==> src/rtl/uart_tx_serializer.sv <==
// 8N1 UART transmitter with a load/busy handshake and a post-frame hold.
// Define UART_TX_PARITY_EN to append an even-parity bit after the data bits.
module uart_tx_serializer #(
  parameter int CLK_DIV   = 434,
  parameter int DATA_BITS = 8,
  parameter int STOP_BITS = 1
) (
  input  logic       clk,
  input  logic       reset_n,
  input  logic [7:0] atx_data,
  input  logic       atx_load,
  output logic       atx_busy,
  output logic       tx
);

  localparam logic [2:0] S_IDLE   = 3'd0;
  localparam logic [2:0] S_START  = 3'd1;
  localparam logic [2:0] S_DATA   = 3'd2;
`ifdef UART_TX_PARITY_EN
  localparam logic [2:0] S_PARITY = 3'd3;
`endif
  localparam logic [2:0] S_STOP   = 3'd4;
  localparam logic [2:0] S_HOLD   = 3'd5;

  localparam logic [15:0] DIV_TC    = 16'(CLK_DIV - 1);
  localparam logic [2:0]  BIT_LAST  = 3'(DATA_BITS - 1);
  localparam logic [2:0]  STOP_LAST = 3'(STOP_BITS - 1);
  localparam logic [7:0]  DMASK     = 8'((9'd1 << DATA_BITS) - 9'd1);

  logic [2:0]  r_state;
  logic [15:0] r_div;
  logic [2:0]  r_bit;
  logic [7:0]  r_shift;
  logic        r_tx;
  logic        r_busy;
`ifdef UART_TX_PARITY_EN
  logic        r_par;
`endif

  logic w_tc;
  assign w_tc = (r_div == DIV_TC);

  assign tx       = r_tx;
  assign atx_busy = r_busy;

  always_ff @(posedge clk or negedge reset_n) begin
    if (!reset_n) begin
      r_state <= S_IDLE;
      r_div   <= '0;
      r_bit   <= '0;
      r_shift <= '0;
      r_tx    <= 1'b1;
      r_busy  <= 1'b0;
`ifdef UART_TX_PARITY_EN
      r_par   <= 1'b0;
`endif
    end else begin
      case (r_state)
        S_IDLE: begin
          if (atx_load) begin
            r_shift <= atx_data & DMASK;
            r_div   <= '0;
            r_bit   <= '0;
            r_state <= S_START;
            r_tx    <= 1'b0;
            r_busy  <= 1'b1;
`ifdef UART_TX_PARITY_EN
            r_par   <= ^(atx_data & DMASK);
`endif
          end
        end
        S_START: begin
          if (w_tc) begin
            r_div   <= '0;
            r_state <= S_DATA;
            r_tx    <= r_shift[0];
          end else begin
            r_div <= r_div + 16'd1;
          end
        end
        S_DATA: begin
          if (w_tc) begin
            r_div   <= '0;
            r_shift <= r_shift >> 1;
            if (r_bit == BIT_LAST) begin
              r_bit <= '0;
`ifdef UART_TX_PARITY_EN
              r_state <= S_PARITY;
              r_tx    <= r_par;
`else
              r_state <= S_STOP;
              r_tx    <= 1'b1;
`endif
            end else begin
              r_bit <= r_bit + 3'd1;
              r_tx  <= r_shift[1];
            end
          end else begin
            r_div <= r_div + 16'd1;
          end
        end
`ifdef UART_TX_PARITY_EN
        S_PARITY: begin
          if (w_tc) begin
            r_div   <= '0;
            r_state <= S_STOP;
            r_tx    <= 1'b1;
          end else begin
            r_div <= r_div + 16'd1;
          end
        end
`endif
        S_STOP: begin
          if (w_tc) begin
            r_div <= '0;
            if (r_bit == STOP_LAST) begin
              r_bit   <= '0;
              r_state <= S_HOLD;
            end else begin
              r_bit <= r_bit + 3'd1;
            end
          end else begin
            r_div <= r_div + 16'd1;
          end
        end
        // Busy stays up until the CPU drops its load level.
        S_HOLD: begin
          if (!atx_load) begin
            r_state <= S_IDLE;
            r_busy  <= 1'b0;
          end
        end
        default: begin
          r_state <= S_IDLE;
          r_tx    <= 1'b1;
          r_busy  <= 1'b0;
        end
      endcase
    end
  end

endmodule

==> config.mk <==
export PLATFORM = sky130hd
export DESIGN_NAME = uart_tx_serializer
export DESIGN_NICKNAME = d
export VERILOG_FILES = /design/src/rtl/uart_tx_serializer.sv
export SDC_FILE = /design/constraint.sdc
export NUM_CORES = 1
export LEC_CHECK = 0
export BUFFER_PORTS_ARGS = -buffer_cell sky130_fd_sc_hd__buf_2
export CORE_UTILIZATION = 55
export DETAILED_ROUTE_END_ITERATION = 8
export PLACE_DENSITY = 0.72
export SETUP_SLACK_MARGIN = 0.02
export SYNTH_ARGS = -nofsm -noshare
export SYNTH_HDL_FRONTEND = slang
export SYNTH_SLANG_ARGS = --single-unit
==> constraint.sdc <==
create_clock -name clk -period 2.7 [get_ports clk]
set_input_delay 0.405 -clock clk [delete_from_list [all_inputs] [get_ports clk]]
set_output_delay 0.405 -clock clk [all_outputs]
set_load 0.05 [all_outputs]
Yosys cells after proc, flatten, opt, wreduce, memory -nomap -nowiden
Index checks and enable logic that the tools add are counted.
{"block": "word_totals", "output_inout_bits": 2, "latchBits": 0, "register_bits": 32, "romBits": 0, "memories": 0, "mem_bits_rw": 0}
{"block": "op_classes", "div_mod_pow": 0, "mux": 28, "reduce_logical": 13, "n_shift": 0, "magnitude_cmp": 0, "n_eq_ne": 13, "mul": 0, "n_addsub": 2, "n_bitwise": 2}
{"cell": "$mux W3", "count": 12}
{"cell": "$mux W16", "count": 2}
{"cell": "$pmux W16 S2", "count": 1}
{"cell": "$add A16 B1 Y16 const B", "count": 1}
{"cell": "$eq A16 B9 Y1 const B", "count": 1}
{"cell": "$mux W8", "count": 2}
{"cell": "$pmux W8 S2", "count": 1}
{"cell": "$pmux W3 S5", "count": 1}
{"cell": "$ne A2 B2 Y1 const B", "count": 7}
{"cell": "$eq A3 B3 Y1 const B", "count": 3}
{"cell": "$pmux W3 S3", "count": 1}
{"cell": "$reduce_and A4 Y1", "count": 2}
{"cell": "$reduce_and A7 Y1", "count": 1}
{"cell": "$logic_not A3 Y1", "count": 2}
{"cell": "$mux W1", "count": 6}
{"cell": "$reduce_and A3 Y1", "count": 2}
{"cell": "$pmux W1 S4", "count": 1}
{"cell": "$reduce_bool A2 Y1", "count": 2}
{"cell": "$add A3 B1 Y3 const B", "count": 1}
{"cell": "$eq A3 B1 Y1 const B", "count": 1}
{"cell": "$eq A3 B2 Y1 const B", "count": 1}
{"cell": "$pmux W1 S3", "count": 1}
{"cell": "$reduce_bool A3 Y1", "count": 1}
{"cell": "$reduce_or A3 Y1", "count": 1}
{"cell": "other kinds (3)", "count": 4}

Logic depth before layout (Yosys ltp)
{"block": "depth", "ltp_word": 4, "mapped_depth": 8}

Least setup slack after synthesis
No wires, ideal clock.
{"block": "synth_timing", "kind": "register -> register", "startpoint": "register r_div[2]", "endpoint": "register r_shift[0]", "path_slack_ns": 0.282, "period_less_slack_ns": 2.418, "path_buffers": 2, "required_time_ns": 2.575, "path_stages_with_launch": 7, "t_arrival_ns": 2.293, "path_cell_list": "dfrtp_1 -> buf_6 -> or4_1 -> or4_1 -> buf_6 -> a211oi_4 -> mux2_2"}
{"block": "synth_between", "elab_chain_len": 3}
{"item": "start: declaration", "line_no": "31", "source": "logic [15:0] r_div;"}
{"item": "start signal: assignment", "line_no": "78", "source": "r_div <= r_div + 16'd1;"}
{"item": "start signal: assignment", "line_no": "99", "source": "r_div <= r_div + 16'd1;"}
{"item": "start signal: assignment", "line_no": "123", "source": "r_div <= r_div + 16'd1;"}
{"item": "$eq A16 B9 Y1", "line_no": "41", "source": "assign w_tc = (r_div == DIV_TC);"}
{"item": "$ne A2 B2 Y1 (no line)"}
{"item": "$reduce_and A3 Y1 (no line)"}
{"item": "end signal: assignment", "line_no": "61", "source": "r_shift <= atx_data & DMASK;"}
{"item": "end signal: assignment", "line_no": "84", "source": "r_shift <= r_shift >> 1;"}
{"item": "end: declaration", "line_no": "33", "source": "logic [7:0] r_shift;"}
No other way between the ends.
A chain may end at the register's enable or synchronous reset.

Worst setup path after layout
{"block": "layout_timing", "startpoint": "register r_div[1]", "endpoint": "register r_shift[3]"}
Same word-level chain as after synthesis.

==> impl_metrics.env <==
export IMPL_outcome="finished clean"
export IMPL_leakage_nw=0.868
export IMPL_p_per_area_nw_per_um2=696
export IMPL_ctsResizeCount=0
export IMPL_route_final_wire_length_mm=4.37
export IMPL_routed_wire_length_per_instance_um=16.3
export IMPL_synth_ff_type="sky130_fd_sc_hd__dfrtp_1"
export IMPL_fin_setup_tns_ps=0
export IMPL_synth_yosys_seq_area_share_pct=40.4
export IMPL_yosysUniqueCellTypes=43
export IMPL_netlist_area_um2=1980
export IMPL_setup_crit_start_kind="flip-flop"
export IMPL_worst_hold_slack_ps=111
export IMPL_worst_setup_path_type="flip-flop to flip-flop"
export IMPL_vias_per_cell=6.45
export IMPL_path_max_fanout=8
export IMPL_cellInternalPower_w=0.000957
export IMPL_max_freq_mhz=400
export IMPL_area_growth_syn_to_layout_pct=7.70
export IMPL_rr_worst_depth=6
export IMPL_grt_ovfl_total=0
export IMPL_clock_sinks=32
export IMPL_critPathCaptureType="flip-flop"
export IMPL_multi_input_area_um2=1080
export IMPL_synthesis_yosys_warnings=0
export IMPL_core_um2=3390
export IMPL_cpPeakStageDelay_ps=490
export IMPL_synthesis_instances=212
export IMPL_dpl_hpwl_mm=2.92
export IMPL_share_clk_of_total_power_pct=21.6
export IMPL_synthArstFlopShare_pct=100
export IMPL_antenna_left=0
export IMPL_cts_root_buffer_cell="sky130_fd_sc_hd__clkbuf_4"
export IMPL_number_of_flops_mapped_to_enable_cells_by_yosys=0
export IMPL_antenna_diode_count=0
export IMPL_logic_gate_share_of_total_power_pct=27.4
export IMPL_start_util_pct=58.5
export IMPL_dr_total_vias=1728
export IMPL_irDropWorstVdd_mv=0.470
export IMPL_tritoncts_num_buffers=5
export IMPL_die_h_um=62.0
export IMPL_grt_antenna_before_repair=0
export IMPL_max_slew_worst_pin_slew_ps=742
export IMPL_maxCapViolCount=0
export IMPL_min_period_over_period_pct=92.7
export IMPL_final_core_util_pct=63.0
export IMPL_grt_start_max_net_pins=33
export IMPL_post_route_skew_ps=13.7
export IMPL_h_tree_depth=2
export IMPL_floorplan_die_width_um=62.0
export IMPL_worstHoldPathType="input pin to async pin"
export IMPL_drt_iter0_markers=154
export IMPL_die_area_um2=3850
export IMPL_core_rows=21
export IMPL_p_sw_w=0.000530
export IMPL_first_pass_iteration_count_of_the_detailed_router=5
export IMPL_clk_pin_slew_worst_paths_ps=110
export IMPL_final_layout_size_suffix_gt1_share_pct=19.8
export IMPL_postSynthRegisterBits=32
export IMPL_place_congestion=0.882
export IMPL_postCtsSetupBuffers=0
export IMPL_slew_viol_final=0
export IMPL_nets=237
export IMPL_drc_errors=0
export IMPL_via_count_of_the_first_global_routing_pass=1452
export IMPL_portBuffers=12
export IMPL_worst_ep_required_time_ps=2940
export IMPL_critical_path_slowest_cell="sky130_fd_sc_hd__or4_1"
export IMPL_worstPathArrival_ps=2740
export IMPL_grt_pass1_wl_mm=6.47
export IMPL_cts_hold_buffers=0
export IMPL_fillers=286
export IMPL_sequentialPowerShare_pct=51.0
export IMPL_combined_flip_flop_and_latch_cell_area_um2=802
export IMPL_mappedNetlistNets=228
export IMPL_cts_tree="built"
export IMPL_num_io_pins=13
export IMPL_grt_setup_unrepaired="false"
export IMPL_power_share_switching_pct=35.6
export IMPL_clkLatencyLatePin_ps=340
export IMPL_clock_path_buffers=2
export IMPL_finalHoldViolCount=0
export IMPL_timing_final_setup_violations=0
export IMPL_post_synth_cell_area_avg_um2=9.35
export IMPL_path_cells="inv_1, ha_1, or3b_2, or4_1, a211oi_4, mux2_2"
export IMPL_worst_slew_margin_rel_pct=50.6
export IMPL_post_route_min_period_ps=2500
export IMPL_groute_usage_overall_pct=23.4
kinds of logic after synthesis:
| group | count (synthesis) | share of synthesized area [%] |
|---|---|---|
| adder cells (fa/ha/maj) | 6 | 3.66 |
| AO/OA/AOI/OAI | 56 | 19.2 |
| buffers and inverters | 22 | 4.92 |
| AND/OR/NAND/NOR | 78 | 22.0 |
| multiplexers | 16 | 8.90 |
| XOR/XNOR | 2 | 0.883 |
| flip-flops | 32 | 40.4 |
metal layers:
metal	routed length (um)	up-vias	track usage, %	share of wire [%]
met2	2230	69	40.6	51
met4	73	0	11.4	1.7
met5	0	-	0	0
li1	-	825	-	-
met1	1860	826	27.7	43
met3	203	8	4.55	4.6
cell type report:
type	count	share of cell area, %
Clock buffer	8	3.22
Inverter	7	1.23
Multi-Input combinational cell	158	50.7
Sequential cell	32	37.6
Tap cell	46	2.69
Timing Repair Buffer	17	4.57
synth_stat cells, drive strengths merged, types with 3 or more instances:
library cell,instances,area [um2]
nand2b,7,43.8
a211oi,3,35.0
inv,7,26.3
or4,5,37.5
o211ai,4,30.0
o21ai,7,35.0
o31ai,3,22.5
nand4b,4,35.0
buf,4,30.0
nor2,10,37.5
ha,5,62.6
nand3,11,55.1
nand2,16,60.1
o22ai,4,25.0
mux2i,3,30.0
a31oi,18,113
or3b,3,26.3
nor4,5,31.3
a21oi,7,35.0
dfrtp,31,776
mux2,13,146
clkbuf,11,41.3
nand4,3,18.8
nor2b,4,25.0
placed cells by master, fill, tap and decap left out, drive strengths merged, types with 5 or more instances in the layout:
master  instances
a31oi          18
or4             5
nand3          11
clkbuf          8
a21oi           7
nor2           10
dfrtp          31
mux2           13
inv             7
o21ai           7
nor4            5
buf            17
nand2          16
nand2b          7
ha              5
metrics by stage:
| stage | std cells | setup WS, ps | instance area (um2) | total power [W] |
|---|---|---|---|---|
| global route | 268 | 110 | 2140 | 0.00157 |
| floorplan | 212 | 282 | 1980 | 0.00105 |
| CTS | 268 | 193 | 2140 | 0.00148 |
| global placement | 260 | 257 | 2070 | 0.00113 |
| finish | 268 | 198 | 2140 | 0.00149 |
| detailed placement | 260 | 209 | 2070 | 0.00116 |
path summary, 6_finish.rpt:
path / start / end / slack (ps)
worst max register to register: r_div[1] / r_shift[3] / 200
worst max-delay path: r_div[1] / r_shift[3] / 200
max in group asynchronous: reset_n / r_div[0] / 2100
worst min register to register: r_shift[2] / r_shift[2] / 510
min in group clk: atx_data[7] / r_shift[7] / 370
worst min-delay path: reset_n / r_shift[7] / 110
sequential cells by signal, indices dropped and copies added, names as in the netlist:
| signal | flops |
|---|---|
| atx_busy | 1 |
| r_bit | 3 |
| r_div | 16 |
| r_shift | 8 |
| r_state | 3 |
| tx | 1 |
worst max-delay path, delay by kind of cell (launching register included):
| family | cells | cell delay [ps] |
|---|---|---|
| adders and majority gates | 1 | 140 |
| muxes | 1 | 390 |
| buffers and inverters | 1 | 100 |
| and+or+nand+nor | 2 | 920 |
| AOI/OAI and AO/OA | 1 | 430 |
| DFF | 1 | 430 |
power by group through the flow:
| stage | Combinational [W] | Clock, W | Sequential [W] |
|---|---|---|---|
| 3_3_place_gp | 0.000382 | 0 | 0.000751 |
| 2_1_floorplan | 0.000296 | 0 | 0.000754 |
| 6_report | 0.000407 | 0.000321 | 0.000759 |
| 4_1_cts | 0.000405 | 0.000324 | 0.000752 |
| 3_5_place_dp | 0.000402 | 0 | 0.000761 |
| 5_1_grt | 0.000456 | 0.000342 | 0.000773 |
Power figures use the tool's default switching activity.
